===== src/rtl/button_press_classifier_if.sv =====
// rtl/button_press_classifier_if.sv - button level in, classified single-cycle events out
interface button_press_classifier_if #(
    parameter int CNT_BITS = 24
);
    logic                debounced;
    logic [CNT_BITS-1:0] long_value;
    logic [CNT_BITS-1:0] repeat_value;
    logic                press;
    logic                release_event;
    logic                short_press;
    logic                long_press;
    logic                repeat_event;
    logic                held;

    modport master (
        output debounced, long_value, repeat_value,
        input  press, release_event, short_press, long_press, repeat_event, held
    );

    modport slave (
        input  debounced, long_value, repeat_value,
        output press, release_event, short_press, long_press, repeat_event, held
    );
endinterface


===== src/rtl/button_press_classifier.sv =====
// rtl/button_press_classifier.sv - press/release/short/long/auto-repeat event classifier
module button_press_classifier #(
    parameter int CNT_BITS = 24
) (
    input  logic                       clk,
    input  logic                       reset,
    button_press_classifier_if.slave   bus
);
    typedef enum logic [1:0] {
        IDLE    = 2'd0,
        PRESSED = 2'd1,
        LONG    = 2'd2
    } state_t;

    state_t              state, state_nxt;
    logic [CNT_BITS-1:0] cnt, cnt_nxt, cnt_inc;
    logic                d_q;
    logic                rise, fall, long_hit, rep_hit;

    logic press_q, release_q, short_q, long_q, repeat_q, held_q;
    logic press_nxt, release_nxt, short_nxt, long_nxt, repeat_nxt, held_nxt;

    assign rise = bus.debounced & ~d_q;
    assign fall = ~bus.debounced & d_q;

    // Saturating increment: a very long hold must never wrap back below a threshold.
    assign cnt_inc  = (&cnt) ? cnt : cnt + CNT_BITS'(1);
    assign long_hit = (bus.long_value != '0) && (cnt >= bus.long_value - CNT_BITS'(1));
    assign rep_hit  = (bus.repeat_value != '0) && (cnt >= bus.repeat_value - CNT_BITS'(1));

    always_ff @(posedge clk or posedge reset) begin
        if (reset) begin
            state     <= IDLE;
            cnt       <= '0;
            d_q       <= 1'b0;
            press_q   <= 1'b0;
            release_q <= 1'b0;
            short_q   <= 1'b0;
            long_q    <= 1'b0;
            repeat_q  <= 1'b0;
            held_q    <= 1'b0;
        end else begin
            state     <= state_nxt;
            cnt       <= cnt_nxt;
            d_q       <= bus.debounced;
            press_q   <= press_nxt;
            release_q <= release_nxt;
            short_q   <= short_nxt;
            long_q    <= long_nxt;
            repeat_q  <= repeat_nxt;
            held_q    <= held_nxt;
        end
    end

    always_comb begin
        state_nxt = state;
        cnt_nxt   = cnt;
        case (state)
            IDLE: begin
                if (rise) begin
                    state_nxt = PRESSED;
                    cnt_nxt   = '0;
                end
            end
            PRESSED: begin
                // A fall on the threshold edge wins: the press is still classified short.
                if (fall) begin
                    state_nxt = IDLE;
                end else if (long_hit) begin
                    state_nxt = LONG;
                    cnt_nxt   = '0;
                end else begin
                    cnt_nxt = cnt_inc;
                end
            end
            LONG: begin
                if (fall) begin
                    state_nxt = IDLE;
                end else if (rep_hit) begin
                    cnt_nxt = '0;
                end else begin
                    cnt_nxt = cnt_inc;
                end
            end
            default: begin
                state_nxt = IDLE;
                cnt_nxt   = '0;
            end
        endcase
    end

    always_comb begin
        press_nxt   = (state == IDLE) && rise;
        release_nxt = (state != IDLE) && fall;
        short_nxt   = (state == PRESSED) && fall;
        long_nxt    = (state == PRESSED) && !fall && long_hit;
        repeat_nxt  = (state == LONG) && !fall && rep_hit;
        held_nxt    = (state_nxt != IDLE);
    end

    assign bus.press         = press_q;
    assign bus.release_event = release_q;
    assign bus.short_press   = short_q;
    assign bus.long_press    = long_q;
    assign bus.repeat_event  = repeat_q;
    assign bus.held          = held_q;
endmodule

===== src/flat_wrapper.sv =====
// flat-port wrapper written by rule: the top's interface ports become plain ports
module button_press_classifier_flat 
#(
    parameter int CNT_BITS = 24
)
  (clk, reset, bus_debounced, bus_long_value, bus_repeat_value, bus_press, bus_release_event, bus_short_press, bus_long_press, bus_repeat_event, bus_held);
  button_press_classifier_if #(.CNT_BITS(CNT_BITS)) bus_i ();
  input  logic clk;
  input  logic reset;
  input wire logic [$bits(bus_i.debounced)-1:0] bus_debounced;
  input wire logic [$bits(bus_i.long_value)-1:0] bus_long_value;
  input wire logic [$bits(bus_i.repeat_value)-1:0] bus_repeat_value;
  output wire logic [$bits(bus_i.press)-1:0] bus_press;
  output wire logic [$bits(bus_i.release_event)-1:0] bus_release_event;
  output wire logic [$bits(bus_i.short_press)-1:0] bus_short_press;
  output wire logic [$bits(bus_i.long_press)-1:0] bus_long_press;
  output wire logic [$bits(bus_i.repeat_event)-1:0] bus_repeat_event;
  output wire logic [$bits(bus_i.held)-1:0] bus_held;
  assign bus_i.debounced = bus_debounced;
  assign bus_i.long_value = bus_long_value;
  assign bus_i.repeat_value = bus_repeat_value;
  assign bus_press = bus_i.press;
  assign bus_release_event = bus_i.release_event;
  assign bus_short_press = bus_i.short_press;
  assign bus_long_press = bus_i.long_press;
  assign bus_repeat_event = bus_i.repeat_event;
  assign bus_held = bus_i.held;
  button_press_classifier #(.CNT_BITS(CNT_BITS)) u_core (.clk(clk), .reset(reset), .bus(bus_i));
endmodule

===== config.mk =====
export PLATFORM = sky130hd
export DESIGN_NAME = button_press_classifier_flat
export DESIGN_NICKNAME = d
export VERILOG_FILES = /design/src/rtl/button_press_classifier_if.sv /design/src/rtl/button_press_classifier.sv /design/src/flat_wrapper.sv
export SDC_FILE = /design/constraint.sdc
export NUM_CORES = 1
export LEC_CHECK = 0
export ABC_AREA = 0
export CAP_MARGIN = 5
export CORE_MARGIN = 8
export CORE_UTILIZATION = 46
export DETAILED_ROUTE_END_ITERATION = 8
export PLACE_DENSITY = 0.72
export SETUP_SLACK_MARGIN = 0.02
export SYNTH_ARGS = -nofsm -noshare
export SYNTH_HDL_FRONTEND = slang
export SYNTH_SLANG_ARGS = --single-unit

===== constraint.sdc =====
create_clock -name clk -period 3.2 [get_ports clk]
set_clock_uncertainty 0.2 [all_clocks]
set_input_delay 0.32 -clock clk [delete_from_list [all_inputs] [get_ports clk]]
set_output_delay 0.32 -clock clk [all_outputs]
set_load 0.05 [all_outputs]

# Yosys cells after proc, flatten, opt, wreduce, memory -nomap -nowiden
# Index checks and enable logic that the tools add are counted.
# Widths: inputs -> output; s select.
# op_classes
addsub	3
n_lt_le_gt_ge	2
n_eq_ne	5
mux	12
bitwise	4
n_reduce_logical	17
# ops
operator	n
$mux 24	6
$pmux 24 s3	1
$ge 24x24->1	2
$reduce_bool 24->1	2
$sub 24x1->24 const B	2
$add 24x1->24 const B	1
$reduce_and 24->1	1
$logic_and 1x1->1	9
$mux 2	4
$pmux 2 s3	1
$ne 2x2->1 const B	2
$reduce_bool 2->1	2
$reduce_and 3->1	1
$and 1x1->1	2
$eq 2x1->1 const B	1
$eq 2x2->1 const B	1
$logic_not 2->1	1
$ne 2x1->1 const B	1
$not 1->1	2
$logic_not 1->1	1
# word_totals
register_bits	33
out_inout_bits	6

# Logic depth before layout (Yosys ltp)
# logic_depth
word_depth	7
mapped_depth	18
ltp_nobuf	17

# Worst setup path after synthesis
# No wires, ideal clock.
# synth_timing
path_kind	input to register
start	input port bus_repeat_value[7]
end	register u_core.cnt[2]
t_arrival_ns	3.863
setup_slack_ns	-0.991
stages	14
path_buffers	1
path_cell_list	or4_4 -> or3_4 -> or3_1 -> nor4_1 -> xnor2_1 -> ha_1 -> nand4_1 -> or4_1 -> o311ai_0 -> nand2_1 -> a22o_4 -> buf_2 -> a31oi_1 -> o22ai_1
# synth_via
elab_chain_len	6
# synth_rtl
item	line	rtl
from (decl)	flat_wrapper.sv:12	input wire logic [$bits(bus_i.repeat_value)-1:0] bus_repeat_value;
$sub 24x1->24	button_press_classifier.sv:29	assign rep_hit = (bus.repeat_value != '0) && (cnt >= bus.repeat_value - CNT_BITS'(1));
$ge 24x24->1	button_press_classifier.sv:29	
$logic_and 1x1->1 *	button_press_classifier.sv:29	
$mux 24 *	button_press_classifier.sv:79	end else if (rep_hit) begin
$mux 24 *	button_press_classifier.sv:77	if (fall) begin
$pmux 24 s3 *	button_press_classifier.sv:58	case (state)
to (signal assigned)	button_press_classifier.sv:44	cnt <= cnt_nxt;
to (decl)	button_press_classifier.sv:16	logic [CNT_BITS-1:0] cnt, cnt_nxt, cnt_inc;
# Every way passes the cells marked *; elsewhere a longest branch is shown, timed or not. The select of a mux whose other input is x is not followed.
# A chain may end at the register's enable or synchronous reset.

# Worst setup path after layout
# layout_timing
start	input port bus_repeat_value[8]
end	register u_core.cnt[15]
# Same word-level chain as after synthesis.

==> results_dict.tcl <==
set metrics [dict create \
    slew_headroom 0.552 \
    finalWorstSetupSlack_ps -884 \
    synthFlopType "dfrtp_1" \
    seq_area_frac_synth 0.225 \
    port_buffers 56 \
    std_cell_rows 32 \
    layout_common_cells "97 x buf_4, 55 x ha_1, 53 x nand2_1" \
    core-area_um2 7730 \
    final_net_count 719 \
    power_density_nw_per_um2 299 \
    ys_seq_elements 33 \
    violations "negative setup slack" \
    worstMarginPinSlew_ps 667 \
    cts_buffer_depth 2 \
    place.gp.congestion 0.881 \
    fill_cells 538 \
    synth_edf_count 0 \
    avgSynthCellArea_um2 8.29 \
    initial_core_util 0.475 \
    die_area_um2 11100 \
    clk_transition_reported_paths_ps 70 \
    insertion_delay_ps 300 \
    maxCapViolations 0 \
    grt_pass1_wl_um 19100 \
    setup_viol 29 \
    chipWidth_um 105 \
    top_usage_layer "met2" \
    firstDrtPassIters 5 \
    min_period_ps 4080 \
    cts_tree "built" \
    critPathLaunchType "input port" \
    slowest_stage "or4_4" \
    final_util 0.738 \
    syn-cell-area_um2 3670 \
    arrival_ps 4040 \
    hp-class "input port to asynchronous set/reset pin" \
    syn_to_final_growth_pct 55.2 \
    cpPeakStageDelay_ps 550 \
    leakagePower_nw 2.48 \
    grt_pass1_vias 4141 \
    use_met1 0.244 \
    die_h_um 105 \
    cts_max_level 2 \
    post-place-ws_ps -1540 \
    drc_errors 0 \
    first_iter_violations 327 \
    worst-path-buf-inv 3 \
    track_usage 0.203 \
    grtUsageMet3 0.0378 \
    viasPerCell 5.93 \
    overflow 0 \
    status "finished with violations" \
    wl_um 12100 \
    critical_path_class "input port to register" \
    clock-sinks 33 \
    finalHoldViolations 0 \
    rsz0062_at_grt "yes" \
    detail_route.wl_per_cell_um 16.9 \
    drive_gt1_frac 0.316 \
    detail-route-antenna-nets 0 \
    synthArstFlopShare 1.00 \
    max_freq_mhz 245 \
    place_hpwl_um 8440 \
    ir_drop_v 0.000221 \
    fin_crit_sh 1.28 \
    syn-num-nets 550 \
    diodes 0 \
    path_max_fanout 7 \
    ctsRootBufferMaster "clkbuf_8" \
    ys.warnings.count 0 \
    endpoint_kind "register" \
    ioPinCount 57 \
    numCtsBuffers 5 \
    crit_family "simple AND/OR/NAND/NOR gates" \
    slew_violations 0 \
    synthDistinctLibCells 52 \
    crit_required_ps 3160 \
    cp_cell_sequence "buf_6, or4_4, or3_4, nor2_4, nand3b_1, buf_4, xor2_1, ha_1, nand4_1, or4_4, o311ai_4, nand2_2, buf_6, a22o_4, nand4_1, o311ai_4" \
    use_met2 0.359 \
    vias 4241 \
    grt_max_degree 34 \
    antenna_found_initial 0 \
    final_common_cell "buf_4" \
    synth_cells 443 \
]
through the flow:
| stage | hold WS (ps) | cell area (um^2) | setup TNS (ps) | total power [mW] | cells |
|---|---|---|---|---|---|
| 5_1_grt | 282 | 5700 | -24620 | 1.79 | 715 |
| 4_1_cts | 231 | 5400 | -22520 | 1.59 | 704 |
| 3_5_place_dp | 342 | 5030 | -38730 | 1.19 | 677 |
| 2_1_floorplan | 151 | 3760 | -19650 | 0.900 | 443 |
| 6_report | 218 | 5700 | -20480 | 1.70 | 715 |
| 3_3_place_gp | 328 | 5030 | -36860 | 1.16 | 677 |
repair_timing:
action | in CTS | in global routing
gates resized for setup | 96 | 48
setup buffers | 17 | 9
cloned | 3 | 2
pin swaps | 46 | 32
setup endpoints to repair | 29 | 29
endpoints found under the hold margin | 0 | 0
hold buffers | 0 | 0
path summary, 6_finish.rpt:
| kind | start | endpoint | slack, ps | depth (start not counted) |
|---|---|---|---|---|
| worst min register to register | u_core.cnt[0]$_DFFE_PP0P_ | u_core.cnt[0]$_DFFE_PP0P_ | 350 | 1 |
| worst min-delay path | reset | u_core.bus.repeat_event$_DFF_PP0_ | 220 | 3 |
| min in group clk | u_core.cnt[0]$_DFFE_PP0P_ | u_core.cnt[0]$_DFFE_PP0P_ | 350 | 1 |
| worst max register to register | u_core.cnt[19]$_DFFE_PP0P_ | u_core.cnt[15]$_DFFE_PP0P_ | 210 | 9 |
| worst max-delay path | bus_repeat_value[8] | u_core.cnt[15]$_DFFE_PP0P_ | -880 | 16 |
| max in group asynchronous | reset | u_core.state[1]$_DFF_PP0_ | 2270 | 3 |
synthesized netlist by cell type, drive strengths merged, types with 7 or more instances:
master  number  share of area
dfrtp       33           0.22
xnor2       28          0.067
o21ai       16          0.022
nand4       26          0.044
nand3       22          0.033
nor2        29          0.030
o311ai      14          0.044
a21oi       20          0.027
nor4         9          0.015
nor3        23          0.034
a31oi        7          0.012
inv         17          0.017
nand2       58          0.059
ha          56           0.19
xor2        16          0.038
sequential cells by signal, summed over array words and instances (netlist names):
register,count
u_core.bus.held,1
u_core.bus.release_event,1
u_core.cnt,24
u_core.bus.repeat_event,1
u_core.bus.long_press,1
u_core.bus.press,1
u_core.d_q,1
u_core.bus.short_press,1
u_core.state,2
where the power goes:
| part | leakage (nW) | switching (mW) | total [mW] | internal (mW) |
|---|---|---|---|---|
| clock network | 0.0450 | 0.164 | 0.315 | 0.151 |
| logic | 1.98 | 0.543 | 0.930 | 0.387 |
| registers | 0.453 | 0.0189 | 0.460 | 0.441 |
area by class of cell:
cell class	count	area (um^2)	share of cell area
tap	102	128	0.0224
clock inverter	2	10.0	0.00176
multi-input combinational	391	3210	0.563
clock buffer	6	72.6	0.0127
inverter	17	63.8	0.0112
sequential	33	826	0.145
timing repair buffer	164	1390	0.244
worst register-to-register path: stages (launching register included):
cell      delay, ps
dfrtp_1         490
ha_1            380
nand4_1         140
or4_4           550
o311ai_4        240
nand2_2         150
buf_6           150
a22o_4          270
nand4_1         180
o311ai_4        120
kinds of logic after synthesis:
| group | Yosys count | synth area share |
|---|---|---|
| and+or+nand+nor | 203 | 0.289 |
| buffers and inverters | 24 | 0.0273 |
| AOI/OAI and AO/OA | 82 | 0.161 |
| DFF | 33 | 0.225 |
| adders and majority gates | 56 | 0.191 |
| xor gates and xnor gates | 44 | 0.105 |
| muxes | 1 | 0.00273 |
layer usage:
layer / part of all wire / routed length [um] / up-vias
met1: 0.41 / 4930 / 2016
met5: 0 / 0 / -
met3: 0.058 / 700 / 30
li1: - / - / 2021
met4: 0.023 / 278 / 0
met2: 0.51 / 6180 / 174
Note: power is estimated with default switching activity, not from simulation.
